===== config.mk =====
export PLATFORM = sky130hd
export DESIGN_NAME = sar_logic_param
export DESIGN_NICKNAME = d
export VERILOG_FILES = /design/src/rtl/sar_pkg.sv /design/src/rtl/sar_cmp_decode.sv /design/src/rtl/sar_logic_param.sv
export SDC_FILE = /design/constraint.sdc
export NUM_CORES = 1
export LEC_CHECK = 0
export CORE_MARGIN = 2
export CORE_UTILIZATION = 55
export DETAILED_ROUTE_END_ITERATION = 10
export PLACE_DENSITY = 0.93
export SYNTH_ARGS = -nofsm -noshare
export SYNTH_HDL_FRONTEND = slang
export SYNTH_SLANG_ARGS = --single-unit

===== constraint.sdc =====
create_clock -name clk -period 2.58 [get_ports clk]
set_input_delay 0.387 -clock clk [delete_from_list [all_inputs] [get_ports clk]]
set_output_delay 0.387 -clock clk [all_outputs]
set_load 0.01 [all_outputs]

===== src/rtl/sar_pkg.sv =====
// Shared definitions for the parametrised SAR control logic: FSM states,
// comparator decode constants and default configuration values.
package sar_pkg;

    typedef enum logic [1:0] {
        IDLE,
        SAMPLE,
        CONV,
        DONE
    } sar_state_t;

    // {Op, Om} patterns that represent a resolved comparator decision.
    localparam logic [1:0] CMP_HI = 2'b10;
    localparam logic [1:0] CMP_LO = 2'b01;

    localparam int NBITS_DEF       = 8;
    localparam int SAMPLE_CYC_DEF  = 2;
    localparam int TIMEOUT_CYC_DEF = 4;

endpackage


===== src/rtl/sar_cmp_decode.sv =====
// Comparator decode: Op/Om -> decision valid and bit value.
// With SAR_LOGIC_TIMEOUT_EN defined it also forces a 0 decision after TIMEOUT_CYC stalled cycles.
module sar_cmp_decode
    import sar_pkg::*;
#(
    parameter int TIMEOUT_CYC = TIMEOUT_CYC_DEF
) (
`ifdef SAR_LOGIC_TIMEOUT_EN
    input  logic clk,
    input  logic rst,
    input  logic en,
    input  logic conv,
    output logic forced,
`endif
    input  logic op,
    input  logic om,
    output logic valid,
    output logic bit_val
);

    if (TIMEOUT_CYC < 1) begin : g_param_check
        $error("sar_cmp_decode: TIMEOUT_CYC must be at least 1");
    end

    logic [1:0] cmp;
    logic       raw_valid;

    assign cmp       = {op, om};
    assign raw_valid = (cmp == CMP_HI) || (cmp == CMP_LO);

`ifdef SAR_LOGIC_TIMEOUT_EN
    localparam int TW = $clog2(TIMEOUT_CYC + 1);

    logic [TW-1:0] stall_cnt;
    logic          expire;

    // The last allowed stalled cycle becomes the forced-zero decision itself.
    assign expire  = conv && !raw_valid && (stall_cnt == TW'(TIMEOUT_CYC - 1));
    assign valid   = raw_valid || expire;
    assign bit_val = raw_valid && (cmp == CMP_HI);
    assign forced  = expire;

    always_ff @(posedge clk or negedge rst) begin
        if (!rst) begin
            stall_cnt <= '0;
        end else if (en) begin
            if (conv && !raw_valid && !expire) begin
                stall_cnt <= stall_cnt + TW'(1);
            end else begin
                stall_cnt <= '0;
            end
        end
    end
`else
    assign valid   = raw_valid;
    assign bit_val = (cmp == CMP_HI);
`endif

endmodule


===== src/rtl/sar_logic_param.sv =====
// Parametrised SAR ADC control: sample phase, NBITS binary-search decisions, B/BN DAC drive, result D.
// Optional comparator timeout (forced 0 decision, sticky err) enabled by defining SAR_LOGIC_TIMEOUT_EN.
module sar_logic_param
    import sar_pkg::*;
#(
    parameter int NBITS       = NBITS_DEF,
    parameter int SAMPLE_CYC  = SAMPLE_CYC_DEF,
    parameter int TIMEOUT_CYC = TIMEOUT_CYC_DEF
) (
    input  logic             clk,
    input  logic             rst,
    input  logic             En,
    input  logic             start,
    input  logic             Op,
    input  logic             Om,
    output logic             smp,
    output logic [NBITS-2:0] B,
    output logic [NBITS-2:0] BN,
    output logic [NBITS-1:0] D,
    output logic             busy,
    output logic             done,
    output logic             err
);

    if (NBITS < 2 || NBITS > 16 || SAMPLE_CYC < 1) begin : g_param_check
        $error("sar_logic_param: NBITS must be 2..16 and SAMPLE_CYC at least 1");
    end

    localparam int KW = $clog2(NBITS);
    localparam int SW = $clog2(SAMPLE_CYC + 1);

    sar_state_t       state_q;
    logic [KW-1:0]    k_q;
    logic [SW-1:0]    scnt_q;
    logic [NBITS-1:1] res_q;
    logic [NBITS-1:0] d_q;
    logic [NBITS-2:0] b_q;
    logic [NBITS-2:0] bn_q;
    logic             smp_q;
    logic             busy_q;
    logic             done_q;
    logic             dec_valid;
    logic             dec_bit;

`ifdef SAR_LOGIC_TIMEOUT_EN
    logic in_conv;
    logic dec_forced;
    logic err_q;

    assign in_conv = (state_q == CONV);
`endif

    sar_cmp_decode #(
        .TIMEOUT_CYC(TIMEOUT_CYC)
    ) u_dec (
`ifdef SAR_LOGIC_TIMEOUT_EN
        .clk    (clk),
        .rst    (rst),
        .en     (En),
        .conv   (in_conv),
        .forced (dec_forced),
`endif
        .op     (Op),
        .om     (Om),
        .valid  (dec_valid),
        .bit_val(dec_bit)
    );

    // Whole datapath freezes while En is low; done therefore lasts one enabled cycle.
    always_ff @(posedge clk or negedge rst) begin
        if (!rst) begin
            state_q <= IDLE;
            k_q     <= '0;
            scnt_q  <= '0;
            res_q   <= '0;
            d_q     <= '0;
            b_q     <= '0;
            bn_q    <= '0;
            smp_q   <= 1'b0;
            busy_q  <= 1'b0;
            done_q  <= 1'b0;
        end else if (En) begin
            case (state_q)
                IDLE: begin
                    if (start) begin
                        state_q <= SAMPLE;
                        smp_q   <= 1'b1;
                        busy_q  <= 1'b1;
                        b_q     <= '0;
                        bn_q    <= '0;
                        res_q   <= '0;
                        k_q     <= '0;
                        scnt_q  <= '0;
                    end
                end
                SAMPLE: begin
                    if (scnt_q == SW'(SAMPLE_CYC - 1)) begin
                        state_q <= CONV;
                        smp_q   <= 1'b0;
                        k_q     <= KW'(NBITS - 1);
                    end else begin
                        scnt_q <= scnt_q + SW'(1);
                    end
                end
                CONV: begin
                    if (dec_valid) begin
                        // Bit k>=1 also drives DAC switch k-1; the LSB only lands in D.
                        for (int i = 1; i < NBITS; i++) begin
                            if (int'(k_q) == i) begin
                                res_q[i]    <= dec_bit;
                                b_q[i-1]    <= dec_bit;
                                bn_q[i-1]   <= ~dec_bit;
                            end
                        end
                        if (k_q == '0) begin
                            state_q <= DONE;
                            busy_q  <= 1'b0;
                            done_q  <= 1'b1;
                            d_q     <= {res_q, dec_bit};
                        end else begin
                            k_q <= k_q - KW'(1);
                        end
                    end
                end
                DONE: begin
                    state_q <= IDLE;
                    done_q  <= 1'b0;
                end
                default: state_q <= IDLE;
            endcase
        end
    end

`ifdef SAR_LOGIC_TIMEOUT_EN
    // err describes the result in flight, so it restarts with each new sample phase.
    always_ff @(posedge clk or negedge rst) begin
        if (!rst) begin
            err_q <= 1'b0;
        end else if (En) begin
            if (state_q == IDLE && start) begin
                err_q <= 1'b0;
            end else if (in_conv && dec_forced) begin
                err_q <= 1'b1;
            end
        end
    end

    assign err = err_q;
`else
    assign err = 1'b0;
`endif

    assign smp  = smp_q;
    assign B    = b_q;
    assign BN   = bn_q;
    assign D    = d_q;
    assign busy = busy_q;
    assign done = done_q;

endmodule


# After elaboration in Yosys (flattened, before gate mapping)
# Cells that the tools add are included.
# totals
reg_bits,32
output_inout_bits,26
wordCells,112
# classes
addsub,2
n_eq_ne,26
muxes,41
bitwise_logic,1
n_reduce_logical,21
# ops
op,count
AND reduction 5 bit,9
one-hot mux 7 bit (2 select lines),2
"!= test 2 bit, second input constant",13
2-to-1 mux 7 bit,3
2-to-1 mux 1 bit,20
AND reduction 4 bit,4
"== test 3 bit, second input constant",4
2-to-1 mux 2 bit,6
2-to-1 mux 3 bit,4
one-hot mux 3 bit (3 select lines),1
one-hot mux 2 bit (4 select lines),1
"== test 2 x 1 -> 1 bit, second input constant",3
"== test 2 bit, second input constant",3
"== test 3 x 2 -> 1 bit, second input constant",2
one-hot mux 1 bit (2 select lines),3
AND reduction 6 bit,1
nonzero test 2 bit,3
one-hot mux 2 bit (2 select lines),1
"== test 3 x 1 -> 1 bit, second input constant",1
zero test 3 bit,1
nonzero test 3 bit,1
"subtractor 3 x 1 -> 3 bit, second input constant",1
"adder 2 x 1 -> 2 bit, second input constant",1
zero test 2 bit,1
other kinds (2),2

# Longest topological paths before layout
# depth
ltp_word,5
ltp_mapped,7
depth_no_buf,6

# Modules after synthesis
# Synthesis repeated with hierarchy kept, for this count alone.
# unflattened
hier_cells,160
area_unflattened_um2,1796.7
# by_module_without_submodules
module,instances,cells_per_inst,area_per_inst_um2,seq_area_each_um2
sar_logic_param,1,157,1776.7,800.8
sar_cmp_decode,1,3,20.0,0.0

# Worst setup path before layout
# Ideal clock, no wire load.
# synth_timing
path_type,reg2reg
from,register state_q[0]
to,register k_q[2]
setup_time_ns,0.121
t_arrival_ns,1.613
required_ns,2.459
slack_ns,0.846
path_stages_with_launch,7
cell_sequence,dfrtp_1 inv_1 ha_1 nand2b_2 nand2_1 a2111o_1 o22a_1
# synth_between
elab_chain_cells,3
word_cells_on_any_way,10
# synth_rtl
element,line,source
start: declaration,sar_logic_param.sv:32,sar_state_t state_q;
start signal: assignment,sar_logic_param.sv:72,state_q <= IDLE;
start signal: assignment,sar_logic_param.sv:86,state_q <= SAMPLE;
start signal: assignment,sar_logic_param.sv:98,state_q <= CONV;
"== test 2 bit, or another cell as far along",sar_logic_param.sv:83,case (state_q)
!= test 2 bit (no line) or nonzero test 3 bit (tied branches),--,
AND reduction 6 bit (no line),--,
end signal: assignment,sar_logic_param.sv:100,k_q <= KW'(NBITS - 1);
end signal: assignment,sar_logic_param.sv:121,k_q <= k_q - KW'(1);
end: declaration,sar_logic_param.sv:33,logic [KW-1:0] k_q;
# Parallel ways exist; a longest one is shown, timed or not.
# A chain may end at the register's enable or synchronous reset.

# Worst setup path after layout
# layout_timing
from,register state_q[0]
to,register bn_q[4] (netlist: BN[4])
# layout_between
elab_chain_cells,3
word_cells_on_any_way,8
# layout_rtl
element,line,source
== test 2 bit or zero test 2 bit (tied branches),sar_logic_param.sv:83,
!= test 2 bit (no line) or nonzero test 2 bit (tied branches),--,
AND reduction 5 bit (no line),--,
end signal: indexed assignment,sar_logic_param.sv:112,bn_q[i-1] <= ~dec_bit;
end: declaration,sar_logic_param.sv:38,logic [NBITS-2:0] bn_q;
# Parallel ways exist; a longest one is shown, timed or not.

==> impl_metrics.yaml <==
drt:
  dr.pass1.iters: 8
  drtIter0Drc: 48
  drt-vias-per-instance: 5.619
  ant_nets: 0
  routed_wl_mm: 3.465
  routedWlPerCell_um: 15.54
  drc_errors: 0
  vias: 1253
critical_path:
  timing.critical_path.buf_inv: 1
  cp_cell_sequence: "inv_1 > ha_1 > nand2_1 > o2111ai_2 > a21o_1 > mux2_2"
  crit_slowest_cell: "ha_1"
  cp_max_fo: 15
  end_kind: "flop"
  cpPeakStageDelay_ns: 0.51
  critPathRequiredTime_ns: 2.82
  rrSetupSlack_ns: 0.35
  critical_path.top_delay_family: "adder cells"
  crit_path_start_kind: "flop"
  critical_path_class: "flop to flop"
  arrival_ns: 2.47
yosys:
  syn_area_um2: 1723
  synth.most_common_cell: "dfrtp_1"
  yosysUniqueCellTypes: 34
  yosysSeqAreaShare_pct: 46.48
  synth_xor_area_share_pct: 0
  ys.flop_type: "dfrtp_1"
  synth_top_family_by_area: "compound AO/OA/AOI/OAI gates"
  syn-num-nets: 165
  synth-edff-count: 0
  muxShareOfSynthArea_pct: 11.62
  synth_common_cells: "32 x dfrtp_1, 16 x mux2_2, 15 x nand2_1"
  synth-adder-area-share_pct: 10.17
  yosysTopAreaCellShare_pct: 46.48
  yosys-top-cells-area: "dfrtp_1 46%, mux2_2 10%, ha_1 10%"
  netlist_instances: 145
  synth_area_leader_cell: "dfrtp_1"
  yosysWarnings: 0
  syn_avg_cell_area_um2: 11.88
  synth_compound_area_share_pct: 14.89
  ys_seq_elements: 32
  synth-simple-area-share_pct: 12.13
  synthArstFlopShare_pct: 100.0
timing:
  setup_slack_ns: 0.3490
  fin_crit_ns: 2.231
  finalHoldViolCount: 0
  setup_violations: 0
  fin_crit_sh_pct: 86.47
  maxSlewHeadroom_pct: 64.72
  finClkSkew_ns: 0.009555
  slew_viol_final: 0
  fin_tns_setup_ns: 0
  max_freq_mhz: 448.2
  worst_slew_pin_slew_ns: 0.5292
  rsz0062_at_grt: "no"
  timing.hold.ws_ns: 0.4264
pwr:
  p_leak_nw: 0.9806
  power.density_nw_per_um2: 1015
  ir_drop_uv: 453.3
  p_total_mw: 2.145
place:
  placed_cell_area_um2: 2034
  io_buffers: 30
  place.gp.congestion: 0.9110
  pre_cts_slack_ns: 0.2052
  dp_hpwl_mm: 2.591
  dp.cells: 215
floorplanning:
  die_w_um: 59.97
  die_area_um2: 3596
  pin_count: 32
  core_area_um2: 3028
  rows: 20
  die_h_um: 59.97
  initial_core_util_pct: 56.90
cts:
  cts_tree: "done"
  ctsHtreeMaxLevel: 2
  clk_latency_ns: 0.35
  cts_buffers: 5
  cts_hold_buf: 0
  cts_sinks: 32
  post_cts_resize_count: 0
  cts-root-buf: "clkbuf_4"
  cts_buffer_depth: 2
  postCtsSetupBuffers: 0
  clk_pin_slew_ns: 0.11
cells_and_area:
  instances_no_fill: 223
  area_growth_pct: 22.73
  n_antenna_cell: 0
  final_cell_area_um2: 2115
  fin_util_pct: 69.83
  drive_gt1_share_pct: 17.88
  fin_nets: 198
grt:
  grt_use_total_pct: 22.22
  overflow: 0
  grt_pass1_vias: 1227
  grt_max_degree: 33
  grt_pass1_wl_mm: 5.733
  antenna_found_initial: 0
hold_path:
  hold_path.class: "input port to asynchronous set/reset pin"
outcome:
  outcome: "finished, final reports clean"
job:
  maxCapViolCount: 0
-- cells by family after synthesis --
group / after synthesis
muxes: 18
other: 1
DFF: 32
adders and majority gates: 14
and+or+nand+nor: 34
AOI/OAI and AO/OA: 34
buffers and inverters: 12
-- cells in the final DEF (no fill, tap or decap), drive strengths merged, types with 5 or more instances in the layout --
cell type / Yosys / routed
nand2: 15 / 15
mux2: 16 / 16
inv: 7 / 7
clkdlybuf4s50: 0 / 30
nor2b: 6 / 6
ha: 14 / 14
o21ai: 8 / 8
a22o: 9 / 9
a21o: 7 / 7
clkbuf: 0 / 5
dfrtp: 32 / 32
-- state kept, by name (all words and copies together), names as in the netlist --
name and count:
D 8, BN 7, B 5, k_q 3, res_q 2, scnt_q 2, state_q 2, busy 1
done 1, smp 1
-- cell type report --
cell class,count,area [um2]
clock buffers,5,37.54
multi-input cells,101,844.6
clock inverters,3,42.54
repair buffers,31,307.8
fillers,203,913.4
inverters,7,26.28
flip-flops and latches,32,800.8
well taps,44,55.05
-- per-layer routing --
| metal | global-route usage, % | part of all wire, % |
|---|---|---|
| met5 | 0 | 0 |
| met4 | 11.75 | 2.9 |
| met3 | 6.277 | 4.9 |
| met2 | 35.40 | 49 |
| met1 | 27.20 | 44 |
-- power breakdown --
part           internal (mW)  switching (mW)
sequential             0.628           0.111
clock                  0.202           0.181
combinational          0.497           0.526
-- worst paths after layout --
path,start,cells past startpoint,end
max reg2reg,state_q[0]$_DFFE_PN0P_,6,BN[4]$_DFFE_PN0P_
min in group clk,done$_DFFE_PN0P_,1,done$_DFFE_PN0P_
max,state_q[0]$_DFFE_PN0P_,6,BN[4]$_DFFE_PN0P_
max in group asynchronous,rst,2,k_q[0]$_DFFE_PN0P_
min reg2reg,done$_DFFE_PN0P_,1,done$_DFFE_PN0P_
min,rst,2,B[6]$_DFFE_PN0P_
Note: power is estimated with default switching activity, not from simulation.
